--- config.mk ---
export PLATFORM = sky130hd
export DESIGN_NAME = uart_rx
export DESIGN_NICKNAME = d
export VERILOG_FILES = /design/src/rtl/uart_rx.sv
export SDC_FILE = /design/constraint.sdc
export NUM_CORES = 1
export LEC_CHECK = 0
export BUFFER_PORTS_ARGS = -buffer_cell sky130_fd_sc_hd__buf_2
export CORE_MARGIN = 5
export CORE_UTILIZATION = 30
export DETAILED_ROUTE_END_ITERATION = 6
export PLACE_DENSITY = 0.43
export SLEW_MARGIN = 20
export SYNTH_ARGS = -nofsm -noshare
export SYNTH_HDL_FRONTEND = slang
export SYNTH_SLANG_ARGS = --single-unit
--- constraint.sdc ---
create_clock -name i_clock -period 2.1 [get_ports i_clock]
set_clock_uncertainty 0.1 [all_clocks]
set_input_delay 0.105 -clock i_clock [delete_from_list [all_inputs] [get_ports i_clock]]
set_output_delay 0.105 -clock i_clock [all_outputs]
set_load 0.01 [all_outputs]
--- src/rtl/uart_rx.sv ---
// UART receiver: 2-flop input synchronizer, start-bit validation at mid-bit,
// LSB-first data capture and stop-bit check, all paced by an oversampling tick.
module uart_rx #(
    parameter int WIDTH_WORD    = 8,
    parameter int CANT_BIT_STOP = 1,
    parameter int TICKS_PER_BIT = 16
) (
    input  logic                  i_clock,
    input  logic                  i_reset,
    input  logic                  i_rate,
    input  logic                  i_bit_rx,
    output logic [WIDTH_WORD-1:0] o_data_out,
    output logic                  o_rx_done,
    output logic                  o_frame_error,
    output logic                  o_busy
);

    localparam int TICK_SPAN = CANT_BIT_STOP * TICKS_PER_BIT;
    localparam int TW        = $clog2(TICK_SPAN);
    localparam int BW        = $clog2(WIDTH_WORD + 1);

    localparam logic [TW-1:0] TICK_HALF = TW'(TICKS_PER_BIT / 2 - 1);
    localparam logic [TW-1:0] TICK_BIT  = TW'(TICKS_PER_BIT - 1);
    localparam logic [TW-1:0] TICK_STOP = TW'(TICK_SPAN - 1);
    localparam logic [BW-1:0] BIT_LAST  = BW'(WIDTH_WORD - 1);

    typedef enum logic [1:0] {IDLE, START, DATA, STOP} state_t;

    state_t                r_state;
    logic                  r_sync1;
    logic                  r_sync2;
    logic [TW-1:0]         r_tick_cnt;
    logic [BW-1:0]         r_bit_cnt;
    logic [WIDTH_WORD-1:0] r_shift;
    logic [WIDTH_WORD-1:0] r_data_out;
    logic                  r_rx_done;
    logic                  r_frame_error;

    state_t                w_state_next;
    logic [TW-1:0]         w_tick_next;
    logic [BW-1:0]         w_bit_next;
    logic [WIDTH_WORD-1:0] w_shift_next;
    logic [WIDTH_WORD-1:0] w_shift_in;
    logic                  w_frame_done;
    logic                  w_rx_s;

    assign w_rx_s = r_sync2;

    // New bit enters at the MSB so the first bit on the line ends up at the LSB.
    generate
        if (WIDTH_WORD == 1) begin : g_shift_one
            assign w_shift_in = w_rx_s;
        end else begin : g_shift_many
            assign w_shift_in = {w_rx_s, r_shift[WIDTH_WORD-1:1]};
        end
    endgenerate

    always_ff @(posedge i_clock) begin
        if (i_reset) begin
            r_state       <= IDLE;
            r_sync1       <= 1'b1;
            r_sync2       <= 1'b1;
            r_tick_cnt    <= '0;
            r_bit_cnt     <= '0;
            r_shift       <= '0;
            r_data_out    <= '0;
            r_rx_done     <= 1'b0;
            r_frame_error <= 1'b0;
        end else begin
            r_sync1    <= i_bit_rx;
            r_sync2    <= r_sync1;
            r_state    <= w_state_next;
            r_tick_cnt <= w_tick_next;
            r_bit_cnt  <= w_bit_next;
            r_shift    <= w_shift_next;
            r_rx_done  <= w_frame_done;
            if (w_frame_done) begin
                r_data_out    <= r_shift;
                r_frame_error <= ~w_rx_s;
            end
        end
    end

    always_comb begin
        w_state_next = r_state;
        w_tick_next  = r_tick_cnt;
        w_bit_next   = r_bit_cnt;
        w_shift_next = r_shift;
        w_frame_done = 1'b0;
        case (r_state)
            IDLE: begin
                // Falling edge is acted on immediately, not on the next tick.
                if (!w_rx_s) begin
                    w_state_next = START;
                    w_tick_next  = '0;
                end
            end
            START: begin
                if (i_rate) begin
                    if (r_tick_cnt == TICK_HALF) begin
                        w_tick_next  = '0;
                        w_bit_next   = '0;
                        w_state_next = w_rx_s ? IDLE : DATA;
                    end else begin
                        w_tick_next = r_tick_cnt + TW'(1);
                    end
                end
            end
            DATA: begin
                if (i_rate) begin
                    if (r_tick_cnt == TICK_BIT) begin
                        w_tick_next  = '0;
                        w_bit_next   = r_bit_cnt + BW'(1);
                        w_shift_next = w_shift_in;
                        if (r_bit_cnt == BIT_LAST) begin
                            w_state_next = STOP;
                        end
                    end else begin
                        w_tick_next = r_tick_cnt + TW'(1);
                    end
                end
            end
            STOP: begin
                if (i_rate) begin
                    if (r_tick_cnt == TICK_STOP) begin
                        w_tick_next  = '0;
                        w_frame_done = 1'b1;
                        w_state_next = IDLE;
                    end else begin
                        w_tick_next = r_tick_cnt + TW'(1);
                    end
                end
            end
            default: w_state_next = IDLE;
        endcase
    end

    always_comb begin
        o_busy        = (r_state != IDLE);
        o_data_out    = r_data_out;
        o_rx_done     = r_rx_done;
        o_frame_error = r_frame_error;
    end

endmodule

======== Word level (Yosys, flattened, before mapping) ========
Index checks and enable logic that the tools add are counted.
storage, ports and cells
  logic and storage cells ................. 59
  bits of input ports ..................... 4
  flip-flop bits (word level) ............. 30
  RAM bits ................................ 0
  latch bits .............................. 0
  memories ................................ 0
  memory bits (read-only) ................. 0
operators by class
  order comparisons ....................... 0
  bitwise operators ....................... 1
  div/mod/pow operators ................... 0
  add/subtract/negate cells ............... 2
  equal/unequal tests ..................... 15
  multiply operators ...................... 0
  reductions and logical operators ........ 8
  shift operators ......................... 0
  multiplexer cells ....................... 24
operators with widths
  operator               count
  $mux W4                9
  $mux W2                9
  $ne A2 B2 Y1 const B   8
  $pmux W4 S3            1
  $add A4 B1 Y4 const B  2
  $eq A4 B3 Y1 const B   2
  $pmux W2 S4            1
  $pmux W4 S2            1
  $reduce_and A8 Y1      1
  $reduce_and A3 Y1      2
  $reduce_and A5 Y1      1
  $eq A2 B2 Y1 const B   2
  $eq A4 B4 Y1 const B   1
  $reduce_bool A2 Y1     2
  $mux W1                3
  $eq A2 B1 Y1 const B   1
  $logic_not A2 Y1       1
  $ne A2 B1 Y1 const B   1
  $reduce_or A2 Y1       1
  $not A1 Y1             1

======== Depth between registers and ports, before layout ========
Gate-level depths: netlist of run 1.
  depth after elaboration ................. 5
  gate-level depth with buffers ........... 6
  gate-level depth less buffers ........... 5

======== Least setup slack after synthesis of run 1 ========
Ideal clock, no wire load.
  path kind ............................... register to register
  start point ............................. reg r_tick_cnt[0]
  end point ............................... reg r_data_out[0] (netlist: o_data_out[0])
  period minus slack after synthesis ...... 1.694 ns
  setup time .............................. 0.128 ns
  cell stages (with the launch flop) ...... 7
  slack ................................... 0.406 ns
  data arrival time ....................... 1.467 ns
  cell sequence ........................... dfxtp_1 -> ha_1 -> nand3_2 -> or3_1 -> buf_4 -> mux2i_1 -> nor2_1
on the way
  word-level cells in the longest chain between the ends .. 4
ends and longest elaborated chain
  item                    line  RTL
  start, declared         32    logic [TW-1:0] r_tick_cnt;
  start signal, assigned  73    r_tick_cnt <= w_tick_next;
  $eq A4 B4 Y1            125   if (r_tick_cnt == TICK_STOP) begin
  $mux W1                 125
  $mux W1                 124   if (i_rate) begin
  $mux W1                 90    case (r_state)
  end signal, assigned    78    r_data_out <= r_shift;
  end, declared           35    logic [WIDTH_WORD-1:0] r_data_out;
No other way between the ends.
A chain may end at the register's enable or synchronous reset.

======== Worst setup path after layout of run 1 ========
  start point ............................. reg r_tick_cnt[0]
  end point ............................... reg r_data_out[3] (netlist: o_data_out[3])
Same word-level chain as after synthesis.

==> results_dict.tcl, run 1 <==
set metrics [dict create \
    cts.sink_count 30 \
    worst_slack_ps 259.7 \
    finalSetupTns_ps 0 \
    grt-ovfl-total 0 \
    gp_congestion 0.7034 \
    first_global_vias 895 \
    dp_slack_ps 253.4 \
    clk_pin_slew_ps 60 \
    post-synth-top-area-cell "dfxtp_1" \
    pwr-share-comb 0.078 \
    grt_pass1_wl_um 4098 \
    powerDensity_nw_per_um2 848.0 \
    h-tree-depth 2 \
    synth_edf_count 0 \
    max_clock_freq_ghz 0.5434 \
    clockBufferDepth 2 \
    worstPathRequired_ps 2150 \
    r2r_end "o_data_out[3]$_SDFFE_PP0P_" \
    slew_violations 0 \
    leakagePower_nw 0.6360 \
    ctsHoldBuffers 1 \
    route.detailed.drc 0 \
    synthArstFlopShare 0 \
    clockPowerShare 0.456 \
    core_area_um2 4058 \
    ir_drop_mv 0.4507 \
    cp.arrival_ps 1890 \
    finalNetCount 157 \
    antenna_found_initial 0 \
    syn_nets 137 \
    grt_max_degree 30 \
    end_kind "flop" \
    fp.dieArea_um2 5635 \
    switchingPower_uw 281.1 \
    worstReg2RegStart "r_tick_cnt[0]$_SDFFE_PP0P_" \
    period_share 0.8764 \
    rsz0062_at_grt "no" \
    layout_commonest_cell "dfxtp_1" \
    fin_util 0.3731 \
    clk_latency_ps 270 \
    synthFlopType "dfxtp_1" \
    reg2regPathDepth 6 \
    critical_path_class "flop to flop" \
    ys_ff_latch 30 \
    via_per_inst 4.637 \
    critical_path.endpoint "o_data_out[3]$_SDFFE_PP0P_" \
    avgSynthCellArea_um2 9.694 \
    synth_cell_types 36 \
    wire_per_inst_um 11.85 \
    die_w_um 75.07 \
    areaGrowthSynthToFinish_pct 19.21 \
    reg2reg_slack_ps 260 \
    via_count 932 \
    antenna_left 0 \
    yosys.area.top_type_share 0.4729 \
    cts_tree "built" \
    synth_top_cells_by_area "dfxtp_1 (47%), mux2i_1 (14%), nor2_1 (7.4%)" \
    hpwlAfterDp_um 1691 \
    pwr-share-seq 0.466 \
    hold_violations 0 \
    drt_pass1_iterations 4 \
    critical_path.startpoint "r_tick_cnt[0]$_SDFFE_PP0P_" \
    portBuffers 14 \
    layout-drive-gt1-share 0.2053 \
    chipHeight_um 75.07 \
    relSlewSlack 0.6552 \
    grt.total_usage 0.09802 \
    synthCells 131 \
    cts_buffers 5 \
    synth.cell_area_um2 1270 \
    io_pins 15 \
    worst_slew_pin_slew_ps 517.2 \
    rows 23 \
    diodes 0 \
    post-cts-setup-buffers 0 \
    wl_um 2382 \
    internal_power_mw 1.003 \
    period_minus_slack_ps 1840 \
    cp_max_fo 6 \
    outcome "finished, final reports clean" \
    cts_root_buf "clkbuf_8" \
    ys_seq_area_frac 0.4729 \
    critPathLaunchType "flop" \
    drt_iter0_drc 54 \
    initial_core_util 0.3130 \
    cts_resized 0 \
    min_path_type "input port to flop" \
    drv_cap 0 \
    fin_total_pwr_mw 1.284 \
    swShare 0.2190 \
    yosys_warnings 0 \
    final_cell_mix "dfxtp_1 (30), nor2_1 (25), mux2i_1 (18)" \
    finalSetupViolCount 0 \
]
[critical path: stages (launching register included)]
cell and delay, ps:
dfxtp_1 360, ha_1 260, nand3_2 180, or3_1 420, buf_4 190, mux2i_1 150
nor2_1 50
[through the flow]
| stage | cells | instance area, um^2 | hold slack [ps] |
|---|---|---|---|
| 5_1_grt | 201 | 1514 | 85.59 |
| 3_5_place_dp | 193 | 1391 | 190.6 |
| 6_report | 201 | 1514 | 82.46 |
| 4_1_cts | 201 | 1514 | 64.43 |
| 2_1_floorplan | 131 | 1270 | 108.8 |
| 3_3_place_gp | 193 | 1391 | 191.1 |
[synthesized netlist by cell type (2+ instances only)]
master / n
inv_1: 4
ha_1: 2
a211oi_1: 2
dfxtp_1: 30
nand3_1: 3
nand2_1: 6
nor3_1: 2
xnor2_1: 3
or2_2: 3
mux2i_1: 18
a21oi_1: 4
clkbuf_1: 3
buf_6: 2
o21ai_0: 2
or3_1: 2
nor2_1: 25
[sequential cells by signal, indices dropped and copies added, names as in the netlist, 4 cells and up, named ones only]
name	cells
o_data_out	8
r_bit_cnt	4
r_shift	8
r_tick_cnt	4
[layer usage]
layer | vias up | track usage | wire [um]
met5 | - | 0 | 0
met2 | 12 | 0.1489 | 1097
met4 | 0 | 0.05336 | 44
met3 | 4 | 0.03204 | 73
li1 | 492 | - | -
met1 | 424 | 0.1223 | 1167
[worst min-delay path by stage]
stage,slack [ps],from,depth (start not counted),end
final,80,i_rate,3,r_tick_cnt[2]$_SDFFE_PP0P_
after global routing,90,i_rate,3,r_tick_cnt[1]$_SDFFE_PP0P_
after CTS,60,i_rate,3,r_tick_cnt[2]$_SDFFE_PP0P_
after detailed placement,190,i_bit_rx,2,r_sync1$_SDFF_PP1_
after global placement,190,i_bit_rx,2,r_sync1$_SDFF_PP1_
after floorplan,110,i_bit_rx,1,r_sync1$_SDFF_PP1_
[cell families after synthesis]
kind of cell | after synthesis | synth area share
buffers and inverters | 10 | 0.04433
DFF | 30 | 0.4729
AOI/OAI and AO/OA | 15 | 0.08178
and+or+nand+nor | 52 | 0.2069
xor gates and xnor gates | 3 | 0.02069
muxes | 19 | 0.1537
adders and majority gates | 2 | 0.01970
[power by group through the flow]
| stage | combinational [mW] | sequential [mW] | clock (mW) |
|---|---|---|---|
| floorplan | 0.0896 | 0.598 | 0 |
| global placement | 0.0995 | 0.611 | 0 |
| detailed placement | 0.100 | 0.611 | 0 |
| CTS | 0.102 | 0.598 | 0.611 |
| global route | 0.116 | 0.601 | 0.634 |
| finish | 0.100 | 0.598 | 0.586 |
[cell type report]
| cell class | count | area (um^2) |
|---|---|---|
| fillers | 432 | 2544 |
| multi-input cells | 91 | 613.1 |
| flip-flops and latches | 30 | 600.6 |
| repair buffers | 19 | 110.1 |
| clock buffers | 6 | 82.58 |
| well taps | 50 | 62.56 |
| clock inverters | 1 | 30.03 |
| inverters | 4 | 15.01 |
Note: power is estimated with default switching activity, not from simulation.
==> inputs of run 2 (changes only) <==
- ABC_AREA: not set -> 1
==> run 2 against run 1 <==
Sequential power down 2%. Power down 12%. Die area unchanged. Via count up 19%. Non-clock buffer count down 3. Critical path depth up 2. Final area down 1.4%. Count of clock-buffer cells in the layout up 1. Synthesized cell count up 35%. Hold slack worse by 57 ps. Synthesized area unchanged. Cell count up 23%.
==> results_dict.tcl, run 2 <==
set metrics [dict create \
    clockBufferDepth 2 \
    cp_common_cell "nor2_1" \
    leakagePower_nw 0.6992 \
    synth_mux_area_frac 0 \
    ir_drop_mv 0.4499 \
    grt_pass1_wl_um 4747 \
    clockPowerShare 0.424 \
    cp_max_fo 9 \
    drt_pass1_iterations 4 \
    chipHeight_um 75.07 \
    synth_top_family_by_area "simple AND/OR/NAND/NOR gates" \
    end_kind "flop" \
    pwr-share-seq 0.520 \
    via_count 1108 \
    pwr-share-comb 0.056 \
    relSlewSlack 0.6053 \
    cts.sink_count 30 \
    drv_cap 0 \
    first_global_vias 1064 \
    critPathLaunchType "flop" \
    synth.cell_area_um2 1270 \
    powerDensity_nw_per_um2 752.7 \
    antenna_left 0 \
    finalSetupTns_ps 0 \
    synth_edf_count 0 \
    holdWs_ps 25.71 \
    synth_common_cells "nor2_1 (40), nand2_1 (31), dfxtp_1 (30)" \
    max_clock_freq_ghz 0.5825 \
    io_pins 15 \
    rsz0062_at_grt "no" \
    cp_cell_sequence "ha_1 > nand3_1 > inv_1 > nand2_1 > nor2_1 > clkinv_1 > nor2_1 > nor2_1" \
    hold_depth 2 \
    initial_core_util 0.3130 \
    worst_hold_path.endpoint "r_bit_cnt[3]$_SDFFE_PP0P_" \
    core_area_um2 4058 \
    layout_commonest_cell "nor2_1" \
    synth.most_common_cell "nor2_1" \
    cts_root_buf "clkbuf_8" \
    h-tree-depth 2 \
    fp.dieArea_um2 5635 \
    post-synth-top-area-cell "dfxtp_1" \
    synth_compound_area_frac 0.1103 \
    cts_resized 0 \
    reg2reg_slack_ps 380 \
    route.detailed.drc 0 \
    nFillCells 436 \
    fin_util 0.3679 \
    hpwlAfterDp_um 1896 \
    ys_seq_area_frac 0.4729 \
    portBuffers 14 \
    areaGrowthSynthToFinish_pct 17.54 \
    yosys_warnings 0 \
    grt.total_usage 0.1131 \
    reg2regPathDepth 8 \
    synthCells 177 \
    finalSetupViolCount 0 \
    yosys.area.top_type_share 0.4729 \
    internal_power_uw 861.2 \
    synth_cell_types 17 \
    drt_iter0_drc 36 \
    cts_tree "built" \
    synthFlopType "dfxtp_1" \
    wire_per_inst_um 10.89 \
    cp.arrival_ps 1780 \
    die_w_um 75.07 \
    worstReg2RegStart "r_tick_cnt[0]$_SDFFE_PP0P_" \
    rows 23 \
    grt_max_degree 24 \
    ys_ff_latch 30 \
    max_stage_delay_ps 370 \
    hold_violations 0 \
    wl_um 2691 \
    avgSynthCellArea_um2 7.175 \
    post-cts-setup-buffers 0 \
    final_cell_mix "nor2_1 (40), nand2_1 (31), dfxtp_1 (30)" \
    diodes 0 \
    synth-simple-area-share 0.3222 \
    grt-ovfl-total 0 \
    period_minus_slack_ps 1717 \
    gp_congestion 0.7899 \
    slowest_stage "dfxtp_1" \
    syn_nets 183 \
    cts_buffers 5 \
    synthArstFlopShare 0 \
    clk_latency_ps 280 \
    antenna_found_initial 0 \
    synth_fa_ha_area_frac 0.01970 \
    r2r_end "o_data_out[0]$_SDFFE_PP0P_" \
    period_share 0.8175 \
    swShare 0.2335 \
    finalNetCount 202 \
    via_per_inst 4.486 \
    layout-drive-gt1-share 0.1523 \
    worst_slew_pin_slew_ps 591.4 \
    synth_xor_area_frac 0.006897 \
    clk_pin_slew_ps 70 \
    synth_top_cells_by_area "dfxtp_1 (47%), nor2_1 (12%), nand2_1 (9.2%)" \
    outcome "finished, final reports clean" \
    min_from "i_reset" \
    critical_path_class "flop to flop" \
    min_path_type "input port to flop" \
    slew_violations 0 \
    switchingPower_uw 262.4 \
    worstPathRequired_ps 2170 \
]
## run 2: worst max-delay path by stage
stage / startpoint / end / slack, ps / depth (start not counted)
2_1_floorplan: r_tick_cnt[0]$_SDFFE_PP0P_ / o_data_out[0]$_SDFFE_PP0P_ / 610 / 8
3_3_place_gp: r_tick_cnt[0]$_SDFFE_PP0P_ / o_data_out[0]$_SDFFE_PP0P_ / 370 / 8
3_5_place_dp: r_tick_cnt[0]$_SDFFE_PP0P_ / o_data_out[0]$_SDFFE_PP0P_ / 350 / 8
4_1_cts: r_tick_cnt[0]$_SDFFE_PP0P_ / o_data_out[0]$_SDFFE_PP0P_ / 330 / 8
5_1_grt: r_tick_cnt[0]$_SDFFE_PP0P_ / o_data_out[0]$_SDFFE_PP0P_ / 130 / 8
6_report: r_tick_cnt[0]$_SDFFE_PP0P_ / o_data_out[0]$_SDFFE_PP0P_ / 380 / 8
## run 2: power by group through the flow
stage | combinational [mW] | clock [mW] | sequential, mW
floorplan | 0.0474 | 0 | 0.595
global placement | 0.0631 | 0 | 0.596
detailed placement | 0.0629 | 0 | 0.596
CTS | 0.0645 | 0.492 | 0.584
global route | 0.0750 | 0.522 | 0.584
finish | 0.0634 | 0.476 | 0.584
## run 2: cell families after synthesis
logic type / Yosys count
AOI/OAI and AO/OA: 28
DFF: 30
buffers and inverters: 22
adders and majority gates: 2
xor gates and xnor gates: 1
and+or+nand+nor: 94
## run 2: area by class of cell
cell class	instances	area, um^2	area share
flip-flops and latches	30	600.6	0.4023
repair buffers	16	87.58	0.05868
multi-input cells	125	583.1	0.3906
inverters	18	67.56	0.04526
clock inverters	1	5.005	0.003353
well taps	50	62.56	0.04191
clock buffers	7	86.33	0.05784
## run 2: what timing repair did
item,in CTS,in global routing
hold buffers,1,0
setup endpoints to repair,0,0
hold endpoints to repair,1,0
## run 2: through the flow
stage | setup WS [ps] | std cells | power (mW) | area, um^2
finish | 383.2 | 247 | 1.124 | 1493
global route | 125.1 | 247 | 1.181 | 1493
CTS | 327.8 | 247 | 1.140 | 1493
detailed placement | 346.3 | 238 | 0.6593 | 1391
global placement | 367.4 | 238 | 0.6594 | 1391
floorplan | 607.3 | 177 | 0.6424 | 1270
## run 2: per-layer routing
metal	part of all wire	global-route usage	up-vias
met5	0	0	-
li1	-	-	599
met2	0.46	0.1750	14
met1	0.48	0.1399	489
met3	0.039	0.04005	6
met4	0.023	0.05336	0
## run 2: worst max-delay path: cells and delay by family, from the launching register on
family / cells / cell delay, ps
flops: 1 / 370
fa+ha+maj: 1 / 220
simple gates: 5 / 600
buf+inv: 2 / 320
